File: src/rtl/interest_parser.sv
// Byte-serial interest packet parser: validates the header, assembles the name into a left-aligned prefix, and holds it for the PIT stage.
// Optional statistics counters are enabled by defining INTEREST_PARSER_STATS_EN.
module interest_parser #(
  parameter logic [7:0] INTEREST_TYPE  = 8'h05,
  parameter int         MAX_NAME_BYTES = 8,
  parameter int         STAT_W         = 16,
  localparam int        PREFIX_W       = 8 * MAX_NAME_BYTES
) (
  input  logic                clk,
  input  logic                rst,
  input  logic                in_valid,
  input  logic [7:0]          in_data,
  output logic                in_ready,
  output logic [PREFIX_W-1:0] prefix,
  output logic [5:0]          len,
  output logic                prefix_ready,
  input  logic                pit_ack,
  output logic [STAT_W-1:0]   accept_cnt,
  output logic [STAT_W-1:0]   drop_cnt
);

  typedef enum logic [2:0] {
    ST_IDLE     = 3'd0,
    ST_LEN      = 3'd1,
    ST_NAME     = 3'd2,
    ST_HOLD     = 3'd3,
    ST_DROP_LEN = 3'd4,
    ST_DROP     = 3'd5
  } state_t;

  localparam logic [7:0] MAX_LEN = 8'(MAX_NAME_BYTES);

  state_t              state_r, state_nxt_s;
  logic                run_r;
  logic                xfer_s;
  logic                len_ok_s;
  logic                last_byte_s;
  logic [5:0]          byte_idx_r;
  logic [7:0]          skip_cnt_r;
  logic [PREFIX_W-1:0] prefix_r;
  logic [5:0]          len_r;
  logic                prefix_ready_r;

  // run_r keeps in_ready low until the first clock after reset release
  assign in_ready    = run_r && (state_r != ST_HOLD);
  assign xfer_s      = in_valid && in_ready;
  assign len_ok_s    = (in_data != 8'd0) && (in_data <= MAX_LEN);
  assign last_byte_s = (byte_idx_r == (len_r - 6'd1));

  // Next-state decode
  always_comb begin
    state_nxt_s = state_r;
    case (state_r)
      ST_IDLE: begin
        if (xfer_s) state_nxt_s = (in_data == INTEREST_TYPE) ? ST_LEN : ST_DROP_LEN;
        else        state_nxt_s = state_r;
      end
      ST_LEN: begin
        if (xfer_s) begin
          if (len_ok_s)               state_nxt_s = ST_NAME;
          else if (in_data == 8'd0)   state_nxt_s = ST_IDLE;
          else                        state_nxt_s = ST_DROP;
        end else begin
          state_nxt_s = state_r;
        end
      end
      ST_NAME: begin
        if (xfer_s && last_byte_s) state_nxt_s = ST_HOLD;
        else                       state_nxt_s = state_r;
      end
      ST_HOLD: begin
        if (pit_ack) state_nxt_s = ST_IDLE;
        else         state_nxt_s = state_r;
      end
      ST_DROP_LEN: begin
        if (xfer_s) state_nxt_s = (in_data == 8'd0) ? ST_IDLE : ST_DROP;
        else        state_nxt_s = state_r;
      end
      ST_DROP: begin
        if (xfer_s && (skip_cnt_r == 8'd1)) state_nxt_s = ST_IDLE;
        else                                state_nxt_s = state_r;
      end
      default: state_nxt_s = ST_IDLE;
    endcase
  end

  // State register
  always_ff @(posedge clk or posedge rst) begin
    if (rst) begin
      state_r <= ST_IDLE;
      run_r   <= 1'b0;
    end else begin
      state_r <= state_nxt_s;
      run_r   <= 1'b1;
    end
  end

  // Name assembly, skip counter and presentation flag
  always_ff @(posedge clk or posedge rst) begin
    if (rst) begin
      byte_idx_r     <= 6'd0;
      skip_cnt_r     <= 8'd0;
      prefix_r       <= {PREFIX_W{1'b0}};
      len_r          <= 6'd0;
      prefix_ready_r <= 1'b0;
    end else begin
      prefix_ready_r <= (state_nxt_s == ST_HOLD);
      case (state_r)
        ST_LEN: begin
          if (xfer_s && len_ok_s) begin
            len_r      <= in_data[5:0];
            prefix_r   <= {PREFIX_W{1'b0}};
            byte_idx_r <= 6'd0;
          end else if (xfer_s && (in_data != 8'd0)) begin
            skip_cnt_r <= in_data;
          end
        end
        ST_NAME: begin
          if (xfer_s) begin
            for (int i = 0; i < MAX_NAME_BYTES; i++) begin
              if (byte_idx_r == 6'(i)) prefix_r[PREFIX_W-1-8*i -: 8] <= in_data;
            end
            byte_idx_r <= byte_idx_r + 6'd1;
          end
        end
        ST_DROP_LEN: begin
          if (xfer_s) skip_cnt_r <= in_data;
        end
        ST_DROP: begin
          if (xfer_s) skip_cnt_r <= skip_cnt_r - 8'd1;
        end
        default: ;
      endcase
    end
  end

  assign prefix       = prefix_r;
  assign len          = len_r;
  assign prefix_ready = prefix_ready_r;

`ifdef INTEREST_PARSER_STATS_EN
  logic [STAT_W-1:0] accept_cnt_r, drop_cnt_r;
  logic              accept_evt_s, drop_evt_s;

  assign accept_evt_s = (state_r == ST_HOLD) && pit_ack;
  assign drop_evt_s   = xfer_s && (((state_r == ST_IDLE) && (in_data != INTEREST_TYPE)) ||
                                   ((state_r == ST_LEN) && !len_ok_s));

  // Saturating packet counters
  always_ff @(posedge clk or posedge rst) begin
    if (rst) begin
      accept_cnt_r <= {STAT_W{1'b0}};
      drop_cnt_r   <= {STAT_W{1'b0}};
    end else begin
      if (accept_evt_s && (accept_cnt_r != {STAT_W{1'b1}}))
        accept_cnt_r <= accept_cnt_r + {{(STAT_W-1){1'b0}}, 1'b1};
      if (drop_evt_s && (drop_cnt_r != {STAT_W{1'b1}}))
        drop_cnt_r <= drop_cnt_r + {{(STAT_W-1){1'b0}}, 1'b1};
    end
  end

  assign accept_cnt = accept_cnt_r;
  assign drop_cnt   = drop_cnt_r;
`else
  assign accept_cnt = {STAT_W{1'b0}};
  assign drop_cnt   = {STAT_W{1'b0}};
`endif

endmodule
File: config.mk
export PLATFORM = sky130hd
export DESIGN_NAME = interest_parser
export DESIGN_NICKNAME = d
export VERILOG_FILES = /design/src/rtl/interest_parser.sv
export SDC_FILE = /design/constraint.sdc
export NUM_CORES = 1
export LEC_CHECK = 0
export CAP_MARGIN = 20
export CORE_MARGIN = 4
export CORE_UTILIZATION = 35
export DETAILED_ROUTE_END_ITERATION = 8
export HOLD_SLACK_MARGIN = 0.03
export MAX_ROUTING_LAYER = met4
export PLACE_DENSITY = 0.68
export RECOVER_POWER = 25
export SYNTH_ARGS = -nofsm -noshare
export SYNTH_HDL_FRONTEND = slang
export SYNTH_SLANG_ARGS = --single-unit
File: constraint.sdc
create_clock -name clk -period 3.6 [get_ports clk]
set_clock_uncertainty 0.15 [all_clocks]
set_input_delay 0.36 -clock clk [delete_from_list [all_inputs] [get_ports clk]]
set_output_delay 0.36 -clock clk [all_outputs]
set_load 0.005 [all_outputs]
Yosys cells after proc, flatten, opt, wreduce, memory -nomap -nowiden
Cells that the tools add are included.
W data, S select, Z words.
- register bits after elaboration: 89
- latch bits: 0
- memory bits (writable): 0
- memory bits (read-only): 0
- bits of input ports: 12
- logic and storage cells: 102
- memories kept: 0
- add/subtract/negate cells: 3
- multiply operators: 0
- divide/modulo/power cells: 0
- $lt $le $gt $ge: 1
- equal/unequal tests: 31
- shift-type cells: 0
- mux-type cells: 29
- bitwise operators: 0
- reductions and logical operators: 24
- operators with widths (cell ; number):
    $mux W64 ; 2
    $pmux W64 S2 ; 1
    $mux W8 ; 12
    $reduce_and A4 Y1 ; 8
    $ne A2 B2 Y1 const B ; 14
    $mux W3 ; 9
    $eq A6 B3 Y1 const B ; 4
    $pmux W8 S3 ; 1
    $pmux W3 S6 ; 1
    $eq A6 B2 Y1 const B ; 2
    $mux W6 ; 2
    $pmux W6 S2 ; 1
    $eq A3 B2 Y1 const B ; 3
    $eq A8 B1 Y1 const B ; 1
    $eq A8 B3 Y1 const B ; 1
    $le A8 B4 Y1 const B ; 1
    $logic_not A8 Y1 ; 1
    $reduce_bool A8 Y1 ; 1
    $sub A8 B1 Y8 const B ; 1
    $logic_and A1 B1 Y1 ; 7
    $add A6 B1 Y6 const B ; 1
    $eq A3 B3 Y1 const B ; 2
    $eq A6 B1 Y1 const B ; 1
    $eq A6 B6 Y1 ; 1
    10 further kinds ; 10

Longest topological paths before layout
- word-level depth: 7
- depth in mapped cells: 8
- depth with buffers taken out: 7

Worst setup path after synthesis
No wires, ideal clock.
- path kind: input -> register
- start: in in_data[4]
- end: reg prefix_r[16] (netlist: prefix[16])
- library setup time: 129 ps
- data arrival time: 1960 ps
- required time: 3321 ps
- path slack: 1361 ps
- stages on the path: 6
- cell sequence: or4_4 -> o41ai_4 -> nand3_1 -> buf_2 -> nand2_1 -> o21ai_0
- longest elaborated chain between the ends: 5
- elaborated cells between the ends (all ways): 6
- classes of those cells: 1 x order compare; 1 x eq/ne; 4 x reduce/logical
- ends and longest elaborated chain (what ; line ; source):
    start, declared ; 12 ; input logic [7:0] in_data,
    $le A8 B4 Y1 or $reduce_bool A8 Y1 (tied branches) ; 47 ; assign len_ok_s = (in_data != 8'd0) && (in_data <= MAX_LEN);
    $logic_and A1 B1 Y1 (*) ; 47 ;
    $logic_and A1 B1 Y1 (*) ; 110 ; if (xfer_s && len_ok_s) begin
    $ne A2 B2 Y1 (no line) (*) ; - ;
    $reduce_and A4 Y1 (no line) (*) ; - ;
    end signal, assigned ; 103 ; prefix_r <= {PREFIX_W{1'b0}};
    end signal, assigned ; 112 ; prefix_r <= {PREFIX_W{1'b0}};
    end signal, assigned by index ; 121 ; if (byte_idx_r == 6'(i)) prefix_r[PREFIX_W-1-8*i -: 8] <= in_data;
    end, declared ; 40 ; logic [PREFIX_W-1:0] prefix_r;
Every way passes the cells marked *; elsewhere a longest branch is shown, timed or not.
A chain may end at the register's enable or synchronous reset.

Worst setup path in the final report
- start: in in_data[4]
- end: reg prefix_r[26] (netlist: prefix[26])
The elaborated chain is that of the path after synthesis.

==> impl_metrics.env <==
export IMPL_status="finished clean"
export IMPL_io_buffers=83
export IMPL_clock_sinks=89
export IMPL_path_max_fanout=16
export IMPL_cts_resized=0
export IMPL_cts_root_buf="clkbuf_16"
export IMPL_cap_violations=0
export IMPL_cp_required_ns=3.64
export IMPL_synthMuxAreaShare_pct=0
export IMPL_num_rows=39
export IMPL_grt_pass1_wl_um=17300
export IMPL_ir_drop_uv=199
export IMPL_yosysSeqAreaShare_pct=52.8
export IMPL_r2r_end="prefix[26]$_DFFE_PP0P_"
export IMPL_setup_viol=0
export IMPL_hold_viol_final=0
export IMPL_start_kind="input port"
export IMPL_arrival_ns=2.79
export IMPL_yosys_warnings=0
export IMPL_io_pins=116
export IMPL_synthAdderAreaFrac_pct=2.08
export IMPL_timing_rr_start="state_r[1]$_DFF_PP0_"
export IMPL_holdCritPathClass="reg2reg"
export IMPL_gp_congestion=0.860
export IMPL_diodes=0
export IMPL_totalNegativeSetupSlack_ns=0
export IMPL_synth_top_area_cell="dfrtp_1"
export IMPL_vias_per_cell=4.98
export IMPL_routed_wl_um=10600
export IMPL_fmax_mhz=363
export IMPL_dieArea_mm2=0.0139
export IMPL_setup_worst_path_end="prefix[26]$_DFFE_PP0P_"
export IMPL_start_util_pct=36.3
export IMPL_slew_headroom_pct=11.2
export IMPL_netlist_area_mm2=0.00422
export IMPL_area_growth_pct=26.9
export IMPL_antenna_found_initial=0
export IMPL_wl_per_cell_um=15.5
export IMPL_grt_pass1_vias=3245
export IMPL_die_w_um=118
export IMPL_remaining_drc_errors=0
export IMPL_fin_crit_sh_pct=76.5
export IMPL_synth_seq_cells=89
export IMPL_core_mm2=0.0116
export IMPL_design_area_mm2=0.00535
export IMPL_vias=3399
export IMPL_final_nets=553
export IMPL_synth_compound_area_share_pct=15.9
export IMPL_instances_no_fill=682
export IMPL_rsz0062_at_grt="no"
export IMPL_syn_instance_count=457
export IMPL_yosysUniqueCellTypes=42
export IMPL_hpwl_um=7780
export IMPL_grt_max_degree=33
export IMPL_postCtsHoldBufs=0
export IMPL_die_h_um=118
export IMPL_synth_top_family_by_area="simple AND/OR/NAND/NOR gates"
export IMPL_path_class="in2reg"
export IMPL_track_usage_pct=15.8
export IMPL_critPathLaunch="in_data[4]"
export IMPL_syn_avg_cell_area_um2=9.23
export IMPL_numCtsBuffers=9
export IMPL_ant_nets=0
export IMPL_drt_iter0_markers=318
export IMPL_power_leakage_nw=2.32
export IMPL_grt_overflow_total=0
export IMPL_clock_path_buffers=2
export IMPL_final_util_pct=46.1
export IMPL_htreeDepth=3
export IMPL_finalCriticalPeriod_ns=2.75
export IMPL_synth_edf_count=0
export IMPL_dpl_cell_area_mm2=0.00505
export IMPL_cts_tree="done"
export IMPL_drv_slew=0
export IMPL_clock_latency_ns=0.33
export IMPL_dp_slack_ns=0.551
export IMPL_first_pass_iters=4
export IMPL_cts_setup_buffers=0
export IMPL_placedCellCount=666
export IMPL_yosys_area_share_simple_pct=17.5
export IMPL_synthXorXnorAreaFrac_pct=2.28
export IMPL_drive_above_1_share_pct=4.45
export IMPL_synthTopCellsByArea="dfrtp_1 53%, o21ai_0 11%, nand2_1 7.5%, buf_4 5.7%, ha_1 2.1%"
export IMPL_tightest_slew_ns=1.32
export IMPL_reg2reg_slack_ns=1.13
export IMPL_setup_slack_ns=0.846
export IMPL_pwr_density_cell_mw_per_mm2=461
export IMPL_endpoint_kind="register"
export IMPL_synthTopCellsByCount="89 x dfrtp_1, 89 x o21ai_0, 84 x nand2_1, 32 x buf_4, 18 x nor2_1"
export IMPL_synth_flop_cell="dfrtp_1"
export IMPL_clk_pin_slew_ns=0.06
export IMPL_synthArstFlopShare_pct=100
export IMPL_r2r_cells=5
export IMPL_yosysTopAreaCellShare_pct=52.8
==> state kept, by name (all words and copies together) (netlist names) <==
register	count
byte_idx_r	6
run_r	1
state_r	3
len	6
prefix_ready	1
skip_cnt_r	8
prefix	64
==> cell families (layout without fill, tap and decap cells) <==
logic type / count (synthesis) / after routing
AND/OR/NAND/NOR: 160 / 160
flip-flops: 89 / 89
XOR/XNOR: 11 / 11
adder cells (fa/ha/maj): 7 / 7
buffers and inverters: 68 / 119
AO/OA/AOI/OAI: 120 / 120
other: 2 / 33
==> cell type report <==
cell class	count	area, um^2
multi-input cells	331	1720
well taps	143	179
repair buffers	88	863
clock inverters	6	73.8
fillers	1070	6260
flip-flops and latches	89	2230
inverters	15	57.6
clock buffers	10	229
==> per-stage QoR <==
step | hold WS [ns] | power, mW
2_1_floorplan | 0.319 | 1.45
5_1_grt | 0.347 | 2.60
3_5_place_dp | 0.321 | 1.53
6_report | 0.334 | 2.47
4_1_cts | 0.237 | 2.49
3_3_place_gp | 0.313 | 1.52
==> cell usage in the layout (no fill, tap or decap), types with 2 or more instances in the layout <==
cell	synthesis	layout
a211o_1	2	2
a211oi_1	2	2
a21oi_1	13	13
a22oi_1	2	2
a311o_1	2	2
and2_1	4	4
and3_1	2	2
buf_4	32	3
clkbuf_16	0	9
clkbuf_2	1	2
clkdlybuf4s50_1	0	82
clkinv_4	0	2
conb_1	2	33
dfrtp_1	89	89
ha_1	7	7
inv_1	15	14
inv_6	0	3
nand2_1	84	84
nand2b_1	6	6
nand3_1	13	13
nand3b_1	6	6
nand4_1	3	3
nor2_1	18	18
nor2b_1	2	2
nor3_1	10	10
nor3b_1	2	2
nor4_1	5	5
o21ai_0	89	89
o22ai_1	2	2
xnor2_1	3	3
xor2_1	8	8
==> per-layer routing <==
layer,vias to the layer above,GRT usage [%],part of all wire [%]
li1,1648,-,-
met5,-,-,0
met4,0,4.76,1.3
met1,1628,20.7,46
met2,112,24.5,46
met3,11,3.65,6.4
==> worst max-delay path, stage by stage <==
cell	delay [ns]
clkdlybuf4s50_1	0.47
or4_4	0.60
o41ai_4	0.53
nand3_1	0.49
nand2_1	0.22
o21ai_0	0.11
==> how the worst min path moves through the flow <==
| stage | from | endpoint | cells past startpoint |
|---|---|---|---|
| final | prefix[45]$_DFFE_PP0P_ | prefix[45]$_DFFE_PP0P_ | 2 |
| after global routing | prefix[17]$_DFFE_PP0P_ | prefix[17]$_DFFE_PP0P_ | 2 |
| after CTS | rst | prefix[5]$_DFFE_PP0P_ | 2 |
| after detailed placement | prefix[17]$_DFFE_PP0P_ | prefix[17]$_DFFE_PP0P_ | 2 |
| after global placement | prefix[17]$_DFFE_PP0P_ | prefix[17]$_DFFE_PP0P_ | 2 |
| after floorplan | pit_ack | prefix_ready$_DFF_PP0_ | 1 |
==> where the power goes <==
group	leakage (nW)	switching (mW)	internal (mW)	total [mW]
Sequential	1.21	0.0838	1.06	1.15
Combinational	0.954	0.224	0.148	0.372
Clock	0.148	0.399	0.548	0.947
No activity file was read; power rests on OpenSTA's default activity.
